File: config.mk
export PLATFORM = sky130hd
export DESIGN_NAME = mpeg_out_packer
export DESIGN_NICKNAME = d
export VERILOG_FILES = /design/src/rtl/mpeg_out_packer.sv
export SDC_FILE = /design/constraint.sdc
export NUM_CORES = 1
export LEC_CHECK = 0
export ABC_AREA = 1
export CAP_MARGIN = 10
export CORE_MARGIN = 2
export CORE_UTILIZATION = 53
export DETAILED_ROUTE_END_ITERATION = 12
export GPL_ROUTABILITY_DRIVEN = 0
export GPL_TIMING_DRIVEN = 1
export PLACE_DENSITY = 0.85
export SLEW_MARGIN = 20
export SYNTH_ARGS = -nofsm -noshare
export SYNTH_HDL_FRONTEND = slang
export SYNTH_SLANG_ARGS = --single-unit
File: constraint.sdc
create_clock -name clk -period 2.53 [get_ports clk]
set_input_delay 0.506 -clock clk [delete_from_list [all_inputs] [get_ports clk]]
set_output_delay 0.506 -clock clk [all_outputs]
set_load 0.01 [all_outputs]
File: src/rtl/mpeg_out_packer.sv
// mpeg_out_packer: drains the core's output byte FIFO (one-cycle read latency) through a
// small skid FIFO, packs bytes into 32-bit words and presents them on a valid/ready
// stream. A terminating word with word_last is emitted once every byte written into
// the core has come back out.
// Build option: define PACKER_BIG_ENDIAN_EN to place the first byte in word_out[31:24].
module mpeg_out_packer #(
    parameter int FIFO_DEPTH = 4,
    parameter int CNT_W      = 32
) (
    input  logic             clk,
    input  logic             rst,
    input  logic [7:0]       mpeg_out,
    input  logic             mpeg_empty,
    output logic             mpeg_rd,
    input  logic             stream_end,
    input  logic [CNT_W-1:0] in_cnt,
    output logic [31:0]      word_out,
    output logic [3:0]       word_keep,
    output logic             word_last,
    output logic             word_valid,
    input  logic             word_ready,
    output logic [CNT_W-1:0] out_cnt,
    output logic             done
);

    localparam int AW = (FIFO_DEPTH > 1) ? $clog2(FIFO_DEPTH) : 1;
    localparam int CW = $clog2(FIFO_DEPTH + 1);

    typedef enum logic [1:0] {StRun, StFlush, StLast, StDone} state_e;

    state_e           r_state;
    state_e           w_state_d;

    logic [7:0]       r_mem [FIFO_DEPTH];
    logic [AW-1:0]    r_wptr;
    logic [AW-1:0]    r_rptr;
    logic [CW-1:0]    r_fifo_cnt;
    logic             r_rd_q;
    logic [CNT_W-1:0] r_out_cnt;

    logic [31:0]      r_asm_data;
    logic [2:0]       r_asm_cnt;

    logic [31:0]      r_word_out;
    logic [3:0]       r_word_keep;
    logic             r_word_last;
    logic             r_word_valid;

    logic             w_fifo_room;
    logic             w_push;
    logic             w_pop;
    logic             w_asm_full;
    logic             w_out_free;
    logic             w_load;
    logic             w_term_load;
    logic             w_end;
    logic [31:0]      w_asm_data_d;
    logic [2:0]       w_asm_cnt_d;
    logic [1:0]       w_lane;
    logic [3:0]       w_term_keep;

    // Skid FIFO occupancy plus the in-flight byte must stay below the depth.
    assign w_fifo_room = ({1'b0, r_fifo_cnt} + {{CW{1'b0}}, r_rd_q}) < (CW + 1)'(FIFO_DEPTH);
    assign mpeg_rd     = ~mpeg_empty & (r_state == StRun) & w_fifo_room;

    assign w_push      = r_rd_q;
    assign w_asm_full  = (r_asm_cnt == 3'd4);
    assign w_out_free  = ~r_word_valid | word_ready;
    assign w_load      = w_asm_full & w_out_free;
    assign w_term_load = (r_state == StFlush) & w_out_free;
    assign w_pop       = (r_fifo_cnt != '0) & (~w_asm_full | w_load);
    assign w_end       = stream_end & (r_out_cnt == in_cnt) & (r_fifo_cnt == '0) & ~r_rd_q;

`ifdef PACKER_BIG_ENDIAN_EN
    assign w_term_keep = ~(4'hF >> r_asm_cnt);
`else
    assign w_term_keep = (4'h1 << r_asm_cnt) - 4'h1;
`endif

    // In-flight tracking and captured-byte counter.
    always_ff @(posedge clk) begin
        if (rst) begin
            r_rd_q    <= 1'b0;
            r_out_cnt <= '0;
        end else begin
            r_rd_q <= mpeg_rd;
            if (r_rd_q) begin
                r_out_cnt <= r_out_cnt + CNT_W'(1);
            end
        end
    end

    // Skid FIFO storage; contents are don't-care until written.
    always_ff @(posedge clk) begin
        if (w_push) begin
            r_mem[r_wptr] <= mpeg_out;
        end
    end

    // Skid FIFO pointers and occupancy.
    always_ff @(posedge clk) begin
        if (rst) begin
            r_wptr     <= '0;
            r_rptr     <= '0;
            r_fifo_cnt <= '0;
        end else begin
            if (w_push) begin
                r_wptr <= r_wptr + AW'(1);
            end
            if (w_pop) begin
                r_rptr <= r_rptr + AW'(1);
            end
            case ({w_push, w_pop})
                2'b10:   r_fifo_cnt <= r_fifo_cnt + CW'(1);
                2'b01:   r_fifo_cnt <= r_fifo_cnt - CW'(1);
                default: r_fifo_cnt <= r_fifo_cnt;
            endcase
        end
    end

    // Assembly next state: drain on load, then drop a popped byte into its lane.
    always_comb begin
        w_asm_data_d = r_asm_data;
        w_asm_cnt_d  = r_asm_cnt;
        w_lane       = 2'd0;
        if (w_load || w_term_load) begin
            w_asm_data_d = '0;
            w_asm_cnt_d  = 3'd0;
        end
        if (w_pop) begin
`ifdef PACKER_BIG_ENDIAN_EN
            w_lane = 2'd3 - w_asm_cnt_d[1:0];
`else
            w_lane = w_asm_cnt_d[1:0];
`endif
            w_asm_data_d[{w_lane, 3'b000} +: 8] = r_mem[r_rptr];
            w_asm_cnt_d = w_asm_cnt_d + 3'd1;
        end
    end

    // Assembly register; unused lanes stay zero so the terminator is already padded.
    always_ff @(posedge clk) begin
        if (rst) begin
            r_asm_data <= '0;
            r_asm_cnt  <= 3'd0;
        end else begin
            r_asm_data <= w_asm_data_d;
            r_asm_cnt  <= w_asm_cnt_d;
        end
    end

    // Output register: full word, terminator, or retire on transfer.
    always_ff @(posedge clk) begin
        if (rst) begin
            r_word_out   <= '0;
            r_word_keep  <= 4'h0;
            r_word_last  <= 1'b0;
            r_word_valid <= 1'b0;
        end else if (w_load) begin
            r_word_out   <= r_asm_data;
            r_word_keep  <= 4'hF;
            r_word_last  <= 1'b0;
            r_word_valid <= 1'b1;
        end else if (w_term_load) begin
            r_word_out   <= r_asm_data;
            r_word_keep  <= w_term_keep;
            r_word_last  <= 1'b1;
            r_word_valid <= 1'b1;
        end else if (r_word_valid && word_ready) begin
            r_word_valid <= 1'b0;
        end
    end

    // FSM state register.
    always_ff @(posedge clk) begin
        if (rst) begin
            r_state <= StRun;
        end else begin
            r_state <= w_state_d;
        end
    end

    // FSM next state: flush once every byte is home and nothing full is pending.
    always_comb begin
        w_state_d = r_state;
        unique case (r_state)
            StRun:   if (w_end && !w_asm_full) w_state_d = StFlush;
            StFlush: if (w_out_free) w_state_d = StLast;
            StLast:  if (r_word_valid && word_ready) w_state_d = StDone;
            StDone:  w_state_d = StDone;
            default: w_state_d = StRun;
        endcase
    end

    assign word_out   = r_word_out;
    assign word_keep  = r_word_keep;
    assign word_last  = r_word_last;
    assign word_valid = r_word_valid;
    assign out_cnt    = r_out_cnt;
    assign done       = (r_state == StDone);

endmodule
# Word level (Yosys, flattened, before mapping)
# Memories as Yosys holds them, arrays and structs flattened. A register that Yosys moved wholly into a read port is not among the register bits.
# Index checks and enable logic that the tools add are counted.
dict set report word_totals {
  register_bits 115
  ram_bits 32
  input_bits 45
  out_inout_bits 72
  elab_cells 83
  mem_count 1
}
# memory depth width rd rd_ports_with_merged_regs wr line_no
set memory_table {}
lappend memory_table {r_mem 4 8 1 1 1 34} ;# logic [7:0] r_mem [FIFO_DEPTH];
dict set report op_classes {
  n_addsub 9
  magnitude_cmp 1
  eq_ne 10
  shift 3
  n_mux 21
  n_bitwise 14
  reduce_logical 12
}
# operator n
set ops {}
lappend ops {{2-to-1 mux 32 bit} 4}
lappend ops {{adder 32 x 1 -> 32 bit (second input constant)} 1}
lappend ops {{bitwise mux 32 bit} 1}
lappend ops {{== test 32 bit} 1}
lappend ops {{variable shift 8 x 7 -> 32 bit (first input constant)} 1}
lappend ops {{indexed part select 8 x 7 -> 32 bit} 1}
lappend ops {{2-to-1 mux 2 bit} 5}
lappend ops {{AND 1 bit} 8}
lappend ops {{2-to-1 mux 4 bit} 2}
lappend ops {{one-hot mux 2 bit (4 select lines)} 1}
lappend ops {{negation 5 -> 7 bit} 1}
lappend ops {{adder 3 x 1 -> 3 bit (second input constant)} 2}
lappend ops {{== test 2 bit (second input constant)} 3}
lappend ops {{2-to-1 mux 3 bit} 2}
lappend ops {{one-hot mux 3 bit (2 select lines)} 1}
lappend ops {{nonzero test 3 bit} 2}
lappend ops {{2-to-1 mux 1 bit} 5}
lappend ops {{adder 2 x 1 -> 2 bit (second input constant)} 2}
lappend ops {{adder 3 x 1 -> 4 bit} 1}
lappend ops {{== test 2 x 1 -> 1 bit (second input constant)} 2}
lappend ops {{< comparator 4 x 3 -> 1 bit (second input constant)} 1}
lappend ops {{inequality test 2 bit (second input constant)} 2}
lappend ops {{inverter 1 bit} 4}
lappend ops {{nonzero test 2 bit} 2}
lappend ops {{other kinds (13)} 15}

# Logic depth before layout (Yosys ltp)
# Gate-level depths: netlist of run 1.
dict set report depth {
  word_depth 9
  ltp_mapped 15
  ltp_nobuf 14
}

# Least setup slack after synthesis of run 1
# OpenSTA, ideal clock, no wires.
dict set report synth_timing {
  path_kind {input-to-reg}
  start {input port word_ready}
  end {register r_asm_data[31]}
  setup_time_ns 0.071
  arrival_ns 2.217
  required_ns 2.459
  setup_slack_ns 0.242
  cell_stages 14
  path_buffers 2
  cell_sequence {nor2_4 > inv_2 > nand2_2 > nand2_4 > inv_2 > buf_4 > nand2_1 > ha_1 > inv_1 > clkbuf_1 > nand2_1 > nor2_1 > nand2_1 > a21oi_1}
}
dict set report synth_between {
  elab_chain_len 8
  elab_cells_between_ends 13
  classes_between {add/sub: 1; shift: 2; mux: 4; bitwise: 5; reduce/logical: 1}
}
# element line_no
set synth_lines {}
lappend synth_lines {{from (decl)} 21} ;# input logic word_ready,
lappend synth_lines {{OR 1 bit *} 68} ;# assign w_out_free = ~r_word_valid | word_ready;
lappend synth_lines {{AND 1 bit, on equally long branches} {69, 70}}
lappend synth_lines {{logical OR 1 bit} 126} ;# if (w_load || w_term_load) begin
lappend synth_lines {{2-to-1 mux 3 bit} 126}
lappend synth_lines {{negation 5 -> 7 bit} 136} ;# w_asm_data_d[{w_lane, 3'b000} +: 8] = r_mem[r_rptr];
lappend synth_lines {{indexed part select 8 x 7 -> 32 bit or variable shift 8 x 7 -> 32 bit (tied branches)} 136}
lappend synth_lines {{bitwise mux 32 bit} 136}
lappend synth_lines {{2-to-1 mux 32 bit *} 130} ;# if (w_pop) begin
lappend synth_lines {{to (signal assigned)} 147} ;# r_asm_data <= w_asm_data_d;
lappend synth_lines {{to (decl)} 41} ;# logic [31:0] r_asm_data;
# Mark *: on every way between the ends. The rest lies on a longest branch, timed or not.
# A chain may end at the register's enable or synchronous reset.

# Final worst setup path of run 1
dict set report layout_timing {
  start {register r_rd_q}
  end {output port mpeg_rd}
}
dict set report layout_between {
  elab_chain_len 3
}
# element line_no
set layout_lines {}
lappend layout_lines {{from (decl)} 38} ;# logic r_rd_q;
lappend layout_lines {{from (signal assigned)} 86} ;# r_rd_q <= mpeg_rd;
lappend layout_lines {{adder 3 x 1 -> 4 bit} 63} ;# assign w_fifo_room = ({1'b0, r_fifo_cnt} + {{CW{1'b0}}, r_rd_q}) < (CW + 1)'(FIFO_DEPTH);
lappend layout_lines {{< comparator 4 x 3 -> 1 bit} 63}
lappend layout_lines {{AND 1 bit} 64} ;# assign mpeg_rd = ~mpeg_empty & (r_state == StRun) & w_fifo_room;
lappend layout_lines {{to (decl)} 14} ;# output logic mpeg_rd,
# No other way between the ends.

==> out/summary.txt, run 1 <==
vias in the first global route: 6019
post-cts sizing count: 1
final instance area: 0.008895 mm2
max-slew violations: 0
number of top-level pins: 117
Min-Delay Endpoint: word_out[23]$_SDFFE_PP0P_
drt pass-1 iters: 5
Fin. Hold Viols: 0
DRC Markers: 0
CTS tree: done
# hold bufs at CTS: 0
ant diodes: 0
clk root buf: clkbuf_16
synth unique cells: 37
drt total wl: 18000 um
area of the mapped netlist: 0.006893 mm2
clock-pin slew on the worst setup and hold paths: 0.06 ns
syn_area_per_cell: 7.460 um2
most common cell after layout, fill and taps aside: nand2_1
die height: 118.0 um
vias: 6566
P_leak: 3.639 nW
CP delay by family, top: buffers and inverters
total CTS buffers: 17
largest net degree at the start of global routing: 53
total grt overflow: 0
Fin Hold WS: 0.4587 ns
CP Launch Type: flop
Iter 0 DRT Violations: 501
clock buffer depth: 2
RR Endpoint: r_asm_data[25]$_SDFF_PP0_
Area Overhead vs Synth: 29.04%
worst-path cell chain: inv_1 -> nor3_1 -> nor2_1 -> clkdlybuf4s50_1
CP max stage delay: 0.51 ns
Crit Path Max Fanout: 10
Critical Path End Type: output port
syn_nets: 983
Slew HR: 0.6244
DP HPWL: 12600 um
vias per cell: 5.325
initial antenna violation count: 0
Setup CP Type: reg -> out
R2R setup slack: 0.32 ns
worst min path class: reg -> reg
post-CTS setup buffer count: 0
pwr/cell area: 835.2 mW/mm2
status: completed
worst min-delay path startpoint: r_asm_data[23]$_SDFF_PP0_
Port Buf Inserts: 116
max frequency: 409.7 MHz
htree depth: 4
layout cell share with drive strength beyond 1: 0.06221
share of the yosys chip area belonging to registers: 0.4792
Mapped Cells: 924
Finished Layout Cells: 1233
Reg2Reg Depth: 14
area of the die: 0.01393 mm2
Routed Antenna Nets: 0
initial core utilization: 0.5440
Buf/Inv on CP: 2
hold path cells: 2
RSZ-0062 raised after global routing: no
area of placed instances: 0.008277 mm2
Rows: 41
die extent in x: 118.0 um
Required @ worst endpoint: 2.02 ns
NumNets Final: 1107
wire per inst: 14.60 um
CTS Sinks: 149
Core ar.: 0.01267 mm2
commonest cells after routing, fill and taps aside: nand2_1 (180), nor2_1 (162), dfxtp_1 (116), clkdlybuf4s50_1 (116), inv_1 (109)
gr usage total: 0.2577
max-cap viol count: 0
FF+latch count, synth: 149
slowest CP cell: clkdlybuf4s50_1
Skew-Pair Late Insertion Delay: 0.42 ns
Setup Viol. Count Final: 0
Inst Count DP: 1201
Yosys warnings: 0
Worst Tran Pin Value: 0.5634 ns
Peak supply drop: 0.6150 mV
Tcrit/Tclk final: 0.9646
worst r2r src: r_asm_cnt[0]$_SDFF_PP0_
clk_skew: 0.008953 ns
first-pass GRT wire length: 28940 um
min cycle time layout: 2.441 ns
worst path arrival time: 1.93 ns
[tightest hold or removal path: stages, from the launching register on]
cell     delay (ns)
dfxtp_1        0.29
inv_1          0.07
a21oi_1        0.06
[per-layer routing]
layer  vias up  share of wire  GRT usage
met4         0          0.024     0.1024
li1       3229              -          -
met3        36          0.076    0.05911
met1      3026           0.42     0.3245
met5         -              0          0
met2       275           0.48     0.4288
[sequential cells by signal, indices dropped and copies added (netlist names), named ones only]
register    cells
r_wptr          2
r_rd_q          1
r_state         2
r_rptr          2
r_asm_cnt       3
r_asm_data     32
word_out       32
word_last       1
r_fifo_cnt      3
out_cnt        32
word_valid      1
r_mem          32
word_keep       4
[cells by family after synthesis]
group                    share of synthesized area
XOR/XNOR                                   0.02160
flip-flops                                  0.4792
AO/OA/AOI/OAI                               0.1334
AND/OR/NAND/NOR                             0.2541
buffers and inverters                      0.08513
adder cells (fa/ha/maj)                    0.02650
[synth_stat cells]
| cell | count | area share |
|---|---|---|
| nor3_4 | 2 | 0.0047 |
| a21oi_1 | 68 | 0.049 |
| and3_1 | 2 | 0.0018 |
| clkbuf_2 | 1 | 0.00073 |
| nor2_2 | 1 | 0.00091 |
| buf_4 | 3 | 0.0033 |
| nor3_1 | 21 | 0.015 |
| o21ai_0 | 85 | 0.062 |
| nor3b_1 | 2 | 0.0022 |
| nand3_1 | 31 | 0.023 |
| nand2_1 | 180 | 0.098 |
| a211oi_1 | 1 | 0.0011 |
| and2_1 | 1 | 0.00091 |
| ha_1 | 13 | 0.024 |
| o21ai_1 | 3 | 0.0022 |
| nand4_1 | 12 | 0.011 |
| a21oi_4 | 1 | 0.0024 |
| buf_2 | 6 | 0.0044 |
| nand2_4 | 1 | 0.0016 |
| buf_1 | 1 | 0.00054 |
| nand3b_1 | 1 | 0.0011 |
| clkinv_1 | 1 | 0.00054 |
| xor2_1 | 9 | 0.011 |
| nand2_2 | 3 | 0.0027 |
| fa_1 | 1 | 0.0029 |
| clkbuf_1 | 17 | 0.0093 |
| a31oi_1 | 3 | 0.0027 |
| dfxtp_1 | 117 | 0.34 |
| inv_1 | 109 | 0.059 |
| nor2_4 | 2 | 0.0033 |
| nor2_1 | 162 | 0.088 |
| buf_6 | 2 | 0.0033 |
| edfxtp_1 | 32 | 0.14 |
| xnor2_1 | 8 | 0.010 |
| inv_2 | 7 | 0.0038 |
| o21bai_1 | 2 | 0.0022 |
| o22ai_1 | 13 | 0.012 |
[report_power, final]
| part | total, mW | internal (mW) | switching, mW |
|---|---|---|---|
| Sequential | 2.84 | 2.67 | 0.176 |
| Combinational | 2.01 | 0.735 | 1.28 |
| Clock | 2.57 | 1.65 | 0.927 |
| Total | 7.43 | 5.05 | 2.38 |
[layout make-up]
cell class	count	area (um2)
Tap cell	172	215.2
Clock inverter	7	88.84
Timing Repair Buffer	135	1316
Fill cell	999	3776
Sequential cell	149	3304
Clock buffer	25	528.0
Inverter	117	439.2
Multi-Input combinational cell	628	3003
[worst max-delay path by stage]
stage                 startpoint                         to  slack (ns)  cells after the start
2_1_floorplan         word_ready  r_asm_data[31]$_SDFF_PP0_        0.24                     14
3_3_place_gp          word_ready  r_asm_data[26]$_SDFF_PP0_       0.006                     12
3_5_place_dp          word_ready  r_asm_data[26]$_SDFF_PP0_       -0.07                     12
4_1_cts        r_rd_q$_SDFF_PP0_                    mpeg_rd        0.13                      4
5_1_grt        r_rd_q$_SDFF_PP0_                    mpeg_rd        0.03                      4
6_report       r_rd_q$_SDFF_PP0_                    mpeg_rd        0.09                      4
[per-stage QoR]
stage	worst slack, ns	setup TNS (ns)	power (mW)	utilization
2_1_floorplan	0.2423	0	4.149	-
3_3_place_gp	0.005927	0	4.788	0.6532
3_5_place_dp	-0.07268	-0.7727	4.833	0.6532
4_1_cts	0.1279	0	7.425	0.7020
5_1_grt	0.02542	0	7.816	0.7020
6_report	0.08948	0	7.429	0.7020
No activity file was read; power rests on OpenSTA's default activity.
==> inputs of run 2 (changes only) <==
--- a/config.mk
+++ b/config.mk
@@ -8,11 +8,11 @@
 export ABC_AREA = 1
 export CAP_MARGIN = 10
 export CORE_MARGIN = 2
-export CORE_UTILIZATION = 53
+export CORE_UTILIZATION = 55
 export DETAILED_ROUTE_END_ITERATION = 12
 export GPL_ROUTABILITY_DRIVEN = 0
 export GPL_TIMING_DRIVEN = 1
-export PLACE_DENSITY = 0.85
+export PLACE_DENSITY = 0.87
 export SLEW_MARGIN = 20
 export SYNTH_ARGS = -nofsm -noshare
 export SYNTH_HDL_FRONTEND = slang
==> constraint.sdc (replaced) <==
create_clock -name clk -period 2.9 [get_ports clk]
set_input_delay 0.58 -clock clk [delete_from_list [all_inputs] [get_ports clk]]
set_output_delay 0.58 -clock clk [all_outputs]
set_load 0.01 [all_outputs]
==> run 2 against run 1 <==
  * Non-clock buffer count down 7
  * Critical path depth is the same
  * Hold slack lost 0.0057 ns
  * Clock skew is 0.00085 ns higher
  * Clock power fell by 12%
  * Die area decreased by 3.5%
  * Setup slack improved by 0.24 ns
  * Highest routed layer unchanged
==> out/summary.txt, run 2 (synthesized netlist as in run 1, its figures left out) <==
status: completed
pwr/cell area: 725.9 mW/mm2
initial core utilization: 0.5691
Skew-Pair Late Insertion Delay: 0.43 ns
Port Buf Inserts: 116
min cycle time layout: 2.574 ns
number of top-level pins: 117
die extent in x: 116.0 um
initial antenna violation count: 0
largest net degree at the start of global routing: 71
total CTS buffers: 17
drt pass-1 iters: 5
max-cap viol count: 0
commonest cells after routing, fill and taps aside: nand2_1 (180), nor2_1 (162), dfxtp_1 (117), clkdlybuf4s50_1 (116), inv_1 (109)
Tcrit/Tclk final: 0.8875
DP HPWL: 12130 um
vias per cell: 5.308
Area Overhead vs Synth: 27.88%
filler instances: 934
max frequency: 388.5 MHz
worst min path class: reg -> reg
most common cell after layout, fill and taps aside: nand2_1
Seq pwr share: 0.387
Setup CP Type: reg -> out
Iter 0 DRT Violations: 750
total grt overflow: 0
Int Pwr: 4.269 mW
Worst Tran Pin Value: 0.6155 ns
Post-Route Setup TNS: 0 ns
Comb pwr share: 0.260
first-pass GRT wire length: 28450 um
worst path arrival time: 1.99 ns
die height: 116.0 um
post-CTS setup buffer count: 0
final worst slack: 0.3262 ns
Fin. Hold Viols: 0
Crit Path Max Fanout: 10
Sw Ratio: 0.3328
post-cts sizing count: 0
Peak supply drop: 0.3782 mV
DRC Markers: 0
Core Util, Final: 0.7278
slowest CP cell: dfxtp_1
Finished Layout Cells: 1222
DP Worst Slack: 0.07932 ns
Critical Path End Type: output port
CTS tree: done
area of the die: 0.01344 mm2
layout cell share with drive strength beyond 1: 0.05693
CTS Sinks: 149
RSZ-0062 raised after global routing: no
clock buffer depth: 2
htree depth: 4
CP Launch Type: flop
# hold bufs at CTS: 0
Rows: 40
NumNets Final: 1100
vias: 6486
Slew HR: 0.5897
max-slew violations: 0
Core ar.: 0.01211 mm2
Setup Viol. Count Final: 0
Inst Count DP: 1190
CP max stage delay: 0.64 ns
wire per inst: 14.57 um
ant diodes: 0
Clock power frac: 0.353
clock-pin slew on the worst setup and hold paths: 0.06 ns
clk_skew: 0.009802 ns
P_leak: 3.594 nW
P_sw: 2.129 mW
clk root buf: clkbuf_16
drt total wl: 17800 um
gr usage total: 0.2741
worst-path cell chain: inv_1 -> nor3_1 -> nor2_1 -> clkdlybuf4s50_1
Required @ worst endpoint: 2.32 ns
Routed Antenna Nets: 0
vias in the first global route: 6018
run 2: changes by cell type in the layout (fill, tap and decap cells not counted), moves of 2 or more:
| cell | change |
|---|---|
| buf_4 | -6 |
| inv_6 | +4 |
| clkbuf_1 | -2 |
| clkbuf_8 | -2 |
run 2: routing by layer:
metal  part of all wire  GRT usage
met1               0.42     0.3445
met2               0.48     0.4538
met3              0.078    0.06276
met4              0.021     0.1206
met5                  0          0
run 2: path summary, 6_finish.rpt:
path | startpoint | end | slack [ns] | cells after the start
worst min register to register | r_asm_data[19]$_SDFF_PP0_ | word_out[19]$_SDFFE_PP0P_ | 0.45 | 2
worst max register to register | r_asm_cnt[2]$_SDFF_PP0_ | r_asm_data[31]$_SDFF_PP0_ | 0.68 | 14
worst min-delay path | r_asm_data[19]$_SDFF_PP0_ | word_out[19]$_SDFFE_PP0P_ | 0.45 | 2
worst max-delay path | r_rd_q$_SDFF_PP0_ | mpeg_rd | 0.33 | 4
run 2: critical path, delay by kind of cell, from the launching register on:
family                 cells  cell delay [ns]
buffers and inverters      2             0.65
DFF                        1             0.64
and+or+nand+nor            2             0.29
run 2: final cells by class:
type / instances / area [um2] / share of cell area
inverters: 117 / 439.2 / 0.04982
flip-flops and latches: 149 / 3303 / 0.3747
clock inverters: 12 / 140.1 / 0.01590
repair buffers: 128 / 1251 / 0.1419
well taps: 168 / 210.2 / 0.02385
multi-input cells: 628 / 3003 / 0.3407
clock buffers: 20 / 467.9 / 0.05309
run 2: stage by stage:
stage	hold slack, ns	cell area, um2	total power, mW
after CTS	0.4587	8815	6.392
after global routing	0.4694	8815	6.732
after floorplan	0.4300	6893	3.620
after global placement	0.4504	8207	4.087
final	0.4530	8815	6.398
after detailed placement	0.4496	8207	4.137
run 2: power by group through the flow:
stage	Combinational [mW]	Clock (mW)	Sequential, mW
after global routing	1.87	2.36	2.50
final	1.66	2.26	2.48
after global placement	1.58	0	2.51
after CTS	1.65	2.27	2.47
after detailed placement	1.62	0	2.51
after floorplan	1.13	0	2.49
